<file path="src/rtl/line_burst_adaptor.sv">
// line_burst_adaptor: turns one cacheline request from the memory arbiter into
// a BEATS-long burst on the physical memory port (and assembles read bursts
// back into a line). One transaction in flight; completion is a one-cycle resp_o.
// Every output is either a register or a decode of registered state.

module line_burst_adaptor #(
    parameter int LINE_WIDTH  = 256,
    parameter int BURST_WIDTH = 64,
    parameter int ADDR_WIDTH  = 32
) (
    input  logic                   clk,
    input  logic                   reset_n,
    input  logic [LINE_WIDTH-1:0]  line_i,
    output logic [LINE_WIDTH-1:0]  line_o,
    input  logic [ADDR_WIDTH-1:0]  address_i,
    input  logic                   read_i,
    input  logic                   write_i,
    output logic                   resp_o,
    input  logic [BURST_WIDTH-1:0] burst_i,
    output logic [BURST_WIDTH-1:0] burst_o,
    output logic [ADDR_WIDTH-1:0]  address_o,
    output logic                   read_o,
    output logic                   write_o,
    input  logic                   resp_i
);

    localparam int BEATS    = LINE_WIDTH / BURST_WIDTH;
    localparam int CNT_W    = $clog2(BEATS);
    localparam int OFFSET_W = $clog2(LINE_WIDTH / 8);

    typedef enum logic [1:0] {
        ST_IDLE  = 2'd0,
        ST_READ  = 2'd1,
        ST_WRITE = 2'd2,
        ST_DONE  = 2'd3
    } state_t;

    state_t                         r_state;
    state_t                         w_next_state;
    logic   [CNT_W-1:0]             r_cnt;
    logic   [ADDR_WIDTH-OFFSET_W-1:0] r_line_addr;
    logic   [LINE_WIDTH-1:0]        r_line_wr;
    logic   [LINE_WIDTH-1:0]        r_line_rd;
    logic                           w_last_beat;
    logic   [BURST_WIDTH-1:0]       w_wr_beat;
    logic   [OFFSET_W-1:0]          w_unused_addr_bits;

    // Byte offset within the line is dropped: the memory port always sees aligned addresses.
    assign w_unused_addr_bits = address_i[OFFSET_W-1:0];

    assign w_last_beat = (r_cnt == CNT_W'(BEATS - 1));
    assign w_wr_beat   = r_line_wr[int'(r_cnt) * BURST_WIDTH +: BURST_WIDTH];

    // Output decode from registered state only; no input reaches an output combinationally.
    assign read_o    = (r_state == ST_READ);
    assign write_o   = (r_state == ST_WRITE);
    assign resp_o    = (r_state == ST_DONE);
    assign burst_o   = (r_state == ST_WRITE) ? w_wr_beat : {BURST_WIDTH{1'b0}};
    assign address_o = {r_line_addr, {OFFSET_W{1'b0}}};
    assign line_o    = r_line_rd;

    // State register; reset abandons any transaction in flight.
    always_ff @(posedge clk or negedge reset_n) begin
        if (!reset_n) begin
            r_state <= ST_IDLE;
        end else begin
            r_state <= w_next_state;
        end
    end

    // Next-state logic; read wins when both requests are (illegally) high.
    always_comb begin
        w_next_state = r_state;
        case (r_state)
            ST_IDLE: begin
                if (read_i) begin
                    w_next_state = ST_READ;
                end else if (write_i) begin
                    w_next_state = ST_WRITE;
                end else begin
                    w_next_state = ST_IDLE;
                end
            end
            ST_READ: begin
                if (resp_i && w_last_beat) begin
                    w_next_state = ST_DONE;
                end else begin
                    w_next_state = ST_READ;
                end
            end
            ST_WRITE: begin
                if (resp_i && w_last_beat) begin
                    w_next_state = ST_DONE;
                end else begin
                    w_next_state = ST_WRITE;
                end
            end
            ST_DONE: begin
                w_next_state = ST_IDLE;
            end
            default: begin
                w_next_state = ST_IDLE;
            end
        endcase
    end

    // Datapath: latch request in IDLE, count beats and capture/consume data in READ/WRITE.
    always_ff @(posedge clk or negedge reset_n) begin
        if (!reset_n) begin
            r_cnt       <= {CNT_W{1'b0}};
            r_line_addr <= {(ADDR_WIDTH-OFFSET_W){1'b0}};
            r_line_wr   <= {LINE_WIDTH{1'b0}};
            r_line_rd   <= {LINE_WIDTH{1'b0}};
        end else begin
            case (r_state)
                ST_IDLE: begin
                    r_cnt <= {CNT_W{1'b0}};
                    if (read_i) begin
                        r_line_addr <= address_i[ADDR_WIDTH-1:OFFSET_W];
                    end else if (write_i) begin
                        r_line_addr <= address_i[ADDR_WIDTH-1:OFFSET_W];
                        r_line_wr   <= line_i;
                    end else begin
                        r_line_addr <= r_line_addr;
                    end
                end
                ST_READ: begin
                    if (resp_i) begin
                        r_line_rd[int'(r_cnt) * BURST_WIDTH +: BURST_WIDTH] <= burst_i;
                        r_cnt <= r_cnt + CNT_W'(1);
                    end else begin
                        r_cnt <= r_cnt;
                    end
                end
                ST_WRITE: begin
                    if (resp_i) begin
                        r_cnt <= r_cnt + CNT_W'(1);
                    end else begin
                        r_cnt <= r_cnt;
                    end
                end
                ST_DONE: begin
                    r_cnt <= {CNT_W{1'b0}};
                end
                default: begin
                    r_cnt <= {CNT_W{1'b0}};
                end
            endcase
        end
    end

endmodule

</file>
<file path="config.mk">
export PLATFORM = sky130hd
export DESIGN_NAME = line_burst_adaptor
export DESIGN_NICKNAME = d
export VERILOG_FILES = /design/src/rtl/line_burst_adaptor.sv
export SDC_FILE = /design/constraint.sdc
export NUM_CORES = 1
export LEC_CHECK = 0
export CAP_MARGIN = 20
export CORE_AREA = 2 2 279 281
export DETAILED_ROUTE_END_ITERATION = 12
export DIE_AREA = 0 0 281 283
export GPL_TIMING_DRIVEN = 0
export MAX_ROUTING_LAYER = met4
export SLEW_MARGIN = 10
export SYNTH_ARGS = -nofsm -noshare
export SYNTH_HDL_FRONTEND = slang
export SYNTH_SLANG_ARGS = --single-unit
</file>
<file path="constraint.sdc">
create_clock -name clk -period 2.92 [get_ports clk]
set_input_delay 0.73 -clock clk [delete_from_list [all_inputs] [get_ports clk]]
set_output_delay 0.73 -clock clk [all_outputs]
set_load 0.02 [all_outputs]
</file>
==> run_summary.xml, run 1 <==
<?xml version="1.0" encoding="UTF-8"?>
<metrics>
  <group name="run_status">
    <metric name="outcome" unit="">finished, final reports clean</metric>
  </group>
  <group name="worst_setup_path">
    <metric name="worst_ep_arrival_time" unit="ns">2.12</metric>
    <metric name="worstPathCellList" unit="">inv_2 &gt; ha_4 &gt; nand2b_1 &gt; buf_6 &gt; buf_4 &gt; o22ai_1 &gt; buf_4</metric>
    <metric name="critical_path_peak_fanout" unit="">10</metric>
    <metric name="cp-start-kind" unit="">flip-flop</metric>
    <metric name="path_common_cell" unit="">sky130_fd_sc_hd__buf_4</metric>
    <metric name="critPathTopFamily" unit="">buffers and inverters</metric>
    <metric name="cpPeakStageDelay" unit="ns">0.39</metric>
    <metric name="critPathKind" unit="">flip-flop to output pin</metric>
    <metric name="worstPathRequired" unit="ns">2.19</metric>
    <metric name="critical_path.slowest_cell" unit="">sky130_fd_sc_hd__dfrtp_1</metric>
    <metric name="critical_path_buf_inv_count" unit="">4</metric>
    <metric name="endpoint_kind" unit="">output pin</metric>
  </group>
  <group name="floorplan">
    <metric name="initial_core_util" unit="">0.313</metric>
    <metric name="design.portCount" unit="">712</metric>
    <metric name="fp-row-count" unit="">102</metric>
    <metric name="dieWidth" unit="um">281</metric>
    <metric name="placeableCoreArea" unit="um2">76700</metric>
    <metric name="die_height" unit="um">283</metric>
    <metric name="design.die.area" unit="um2">79500</metric>
  </group>
  <group name="logic_synthesis">
    <metric name="synth_area_per_cell" unit="um2">12.9</metric>
    <metric name="synth_enable_flop_cells" unit="">0</metric>
    <metric name="synth_compound_gate_area_share" unit="">0.123</metric>
    <metric name="postSynthCellCount" unit="">1868</metric>
    <metric name="post_synth_most_frequent_cells" unit="">sky130_fd_sc_hd__dfrtp_1 (543), sky130_fd_sc_hd__mux2_2 (283), sky130_fd_sc_hd__inv_1 (133), sky130_fd_sc_hd__mux2i_1 (129), sky130_fd_sc_hd__nand4_1 (129)</metric>
    <metric name="synthesized_area_fraction_occupied_by_xor_and_xnor_cells" unit="">0.000365</metric>
    <metric name="netlist-cell-type-count" unit="">33</metric>
    <metric name="yosys.area_share.simple" unit="">0.0612</metric>
    <metric name="post_synth_mux_area_share" unit="">0.187</metric>
    <metric name="flip_flop_cell_with_the_highest_count_after_synthesis" unit="">sky130_fd_sc_hd__dfrtp_1</metric>
    <metric name="postSynthRegisterBits" unit="">543</metric>
    <metric name="yosys_warnings" unit="">0</metric>
    <metric name="synth.cell_area" unit="um2">24000</metric>
    <metric name="share_of_flip_flops_with_an_asynchronous_set_or_reset_after_synthesis" unit="">1.00</metric>
    <metric name="ys_top_cells_by_area" unit="">sky130_fd_sc_hd__dfrtp_1 (57%), sky130_fd_sc_hd__mux2_2 (13%), sky130_fd_sc_hd__mux2i_1 (5.4%), sky130_fd_sc_hd__nand4_1 (3.4%), sky130_fd_sc_hd__o22ai_2 (3.1%)</metric>
    <metric name="synth.most_common_cell" unit="">sky130_fd_sc_hd__dfrtp_1</metric>
    <metric name="synth_seq_area_share" unit="">0.566</metric>
    <metric name="dominant_combinational_cell_family_by_area_after_synthesis" unit="">multiplexers</metric>
    <metric name="post_synth_fa_ha_maj_area_fraction" unit="">0.00469</metric>
    <metric name="yosysTopAreaCellShare" unit="">0.566</metric>
    <metric name="yosys.area.top_type" unit="">sky130_fd_sc_hd__dfrtp_1</metric>
  </group>
  <group name="clock_tree">
    <metric name="latest_clock_arrival_within_the_worst_skew_pair" unit="ns">0.61</metric>
    <metric name="ctsLongestPathBuffers" unit="">3</metric>
    <metric name="cts_root_buffer" unit="">sky130_fd_sc_hd__clkbuf_16</metric>
    <metric name="postCtsHoldBufs" unit="">0</metric>
    <metric name="cts_tree" unit="">done</metric>
    <metric name="clkSinkCount" unit="">543</metric>
    <metric name="tritoncts.num_buffers" unit="">66</metric>
    <metric name="path_clk_slew" unit="ns">0.05</metric>
    <metric name="h-tree-depth" unit="">3</metric>
  </group>
  <group name="route">
    <metric name="detailroute.via_count" unit="">19398</metric>
    <metric name="detail_route.wl_per_cell" unit="um">25.6</metric>
    <metric name="1st_iter_drt_viols" unit="">1181</metric>
    <metric name="post-route-drc-count" unit="">0</metric>
    <metric name="drt-vias-per-instance" unit="">5.15</metric>
    <metric name="antenna_violating_nets_post_route" unit="">0</metric>
    <metric name="routed_wl" unit="mm">96.6</metric>
    <metric name="number_of_optimization_iterations_in_the_first_detailed_route_pass" unit="">5</metric>
  </group>
  <group name="pwr">
    <metric name="leakage" unit="uW">0.0144</metric>
    <metric name="vdd_drop_max" unit="uV">501</metric>
    <metric name="post_layout_total_power" unit="uW">37100</metric>
    <metric name="power.density_cell_area" unit="nW/um2">1050</metric>
  </group>
  <group name="global_route">
    <metric name="grt_start_max_net_pins" unit="">110</metric>
    <metric name="grt_pass1_wl" unit="mm">141</metric>
    <metric name="grtUsageTotal" unit="">0.246</metric>
    <metric name="grt_remaining_overflow" unit="">0</metric>
    <metric name="grt_pass1_vias" unit="">20832</metric>
    <metric name="antenna_found_initial" unit="">27</metric>
  </group>
  <group name="place">
    <metric name="dp_worst_setup_slack" unit="ns">-1.08</metric>
    <metric name="buffer_ports.inserted" unit="">701</metric>
    <metric name="gp_routability_congestion" unit="">0.898</metric>
    <metric name="dp.cells" unit="">3618</metric>
    <metric name="detailedPlacementHpwl" unit="mm">73.3</metric>
    <metric name="placed_area" unit="um2">32500</metric>
  </group>
  <group name="finish">
    <metric name="drive_gt1_frac" unit="">0.252</metric>
    <metric name="stdcell_area" unit="um2">35300</metric>
    <metric name="num-fill-cells" unit="">7019</metric>
    <metric name="synthToLayoutAreaGrowth" unit="%">47.2</metric>
    <metric name="multi_input_comb_area" unit="um2">9440</metric>
    <metric name="area.sequential" unit="um2">13600</metric>
    <metric name="finalNonFillerCells" unit="">3768</metric>
    <metric name="nets" unit="">3017</metric>
  </group>
  <group name="timing">
    <metric name="timing.final.crit_share" unit="">0.977</metric>
    <metric name="worst_slew_pin_slew" unit="ns">0.999</metric>
    <metric name="worst_slew_margin_rel" unit="">0.332</metric>
    <metric name="clock_period_minus_final_worst_setup_slack" unit="ns">2.85</metric>
    <metric name="timing.fmax" unit="GHz">0.351</metric>
    <metric name="final_critical_path_setup_slack" unit="ns">0.0686</metric>
    <metric name="final_max_slew_viol_count" unit="">0</metric>
    <metric name="rsz_0062_raised_after_global_routing" unit="">true</metric>
    <metric name="final.setup_skew" unit="ns">0.0220</metric>
    <metric name="finalSetupViolCount" unit="">0</metric>
    <metric name="hold_viol" unit="">0</metric>
    <metric name="finalSetupTns" unit="ns">0</metric>
  </group>
  <group name="min_path">
    <metric name="worst_hold_path_class" unit="">input port to asynchronous set/reset pin</metric>
  </group>
  <group name="run">
    <metric name="max_cap_viols" unit="">0</metric>
  </group>
</metrics>
-- what timing repair did --
action | 4_1_cts | 5_1_grt
resized for setup | 394 | 76
pin swaps | 2 | 1
hold endpoints to repair | 0 | 0
setup endpoints to repair | 321 | 103
gates cloned | 0 | 0
setup buffers | 7 | 0
-- stage by stage --
step	util	hold slack, ns
global route	0.461	0.0992
floorplan	-	0.434
CTS	0.457	0.0551
finish	0.461	0.0626
detailed placement	0.423	0.473
global placement	0.422	0.473
-- where the power goes --
part           leakage, uW  internal (uW)  switching (uW)
Combinational      0.00644           7360            8610
Clock              0.00113           5340            3370
Sequential         0.00679          10600            1840
-- path summary, 6_finish.rpt --
kind,startpoint,end,slack [ns],cells after the start
min in group clk,line_o[81]$_DFFE_PN0P_,line_o[81]$_DFFE_PN0P_,0.49,1
hold / removal,reset_n,line_o[165]$_DFFE_PN0P_,0.06,1
setup reg to reg,r_cnt[1]$_DFFE_PN0P_,line_o[24]$_DFFE_PN0P_,0.18,9
hold reg to reg,line_o[81]$_DFFE_PN0P_,line_o[81]$_DFFE_PN0P_,0.49,1
max in group asynchronous,reset_n,r_line_wr[191]$_DFFE_PN0P_,0.92,4
setup / recovery,r_state[0]$_DFF_PN0_,burst_o[60],0.07,7
-- layout make-up --
cell class,instances,share of cell area
clock buffer,97,0.0561
timing repair buffer,713,0.200
tap,1040,0.0368
buffer,186,0.0304
inverter,133,0.0141
clock inverter,19,0.00928
sequential,543,0.385
antenna,29,0.00205
multi-input combinational,1008,0.267
-- cell families after synthesis --
kind of cell	after synthesis
simple gates	257
buf+inv	321
fa+ha+maj	9
mux	412
compound gates	324
other cells	1
xor+xnor	1
flops	543
-- metal layers --
metal  wire length [um]  GRT usage  part of all wire
met1              35700      0.266              0.37
met2              48100      0.415              0.50
met3               9150     0.0813             0.095
met5                  0          -                 0
met4               3670     0.0972             0.038
-- flip-flops by register name, indices dropped and copies added, names as in the netlist --
name         flops
r_line_wr      256
line_o         256
r_line_addr     27
r_state          2
r_cnt            2
-- placed cells by master, fill, tap and decap left out, drive strengths merged, types with 3 or more instances in the layout --
master           n
clkdlybuf4s50  635
o2bb2ai         64
clkbuf         176
conb             5
nor2b           50
clkinv          10
bufinv           7
nand3b           3
a32o            64
dfrtp          543
diode           29
mux2i          129
nand2           63
ha               9
buf            184
mux2           283
inv            134
o32ai           62
nand4          129
o22ai          130
Power figures use the tool's default switching activity.
==> run 2: changes to the inputs <==
--- a/config.mk
+++ b/config.mk
@@ -7,6 +7,7 @@
 export LEC_CHECK = 0
 export CAP_MARGIN = 20
 export CORE_AREA = 2 2 279 281
+export CTS_CLUSTER_DIAMETER = 80
 export DETAILED_ROUTE_END_ITERATION = 12
 export DIE_AREA = 0 0 281 283
 export GPL_TIMING_DRIVEN = 0
==> results of run 2 <==
Final layout, timing and power as in run 1 (identical DEF).
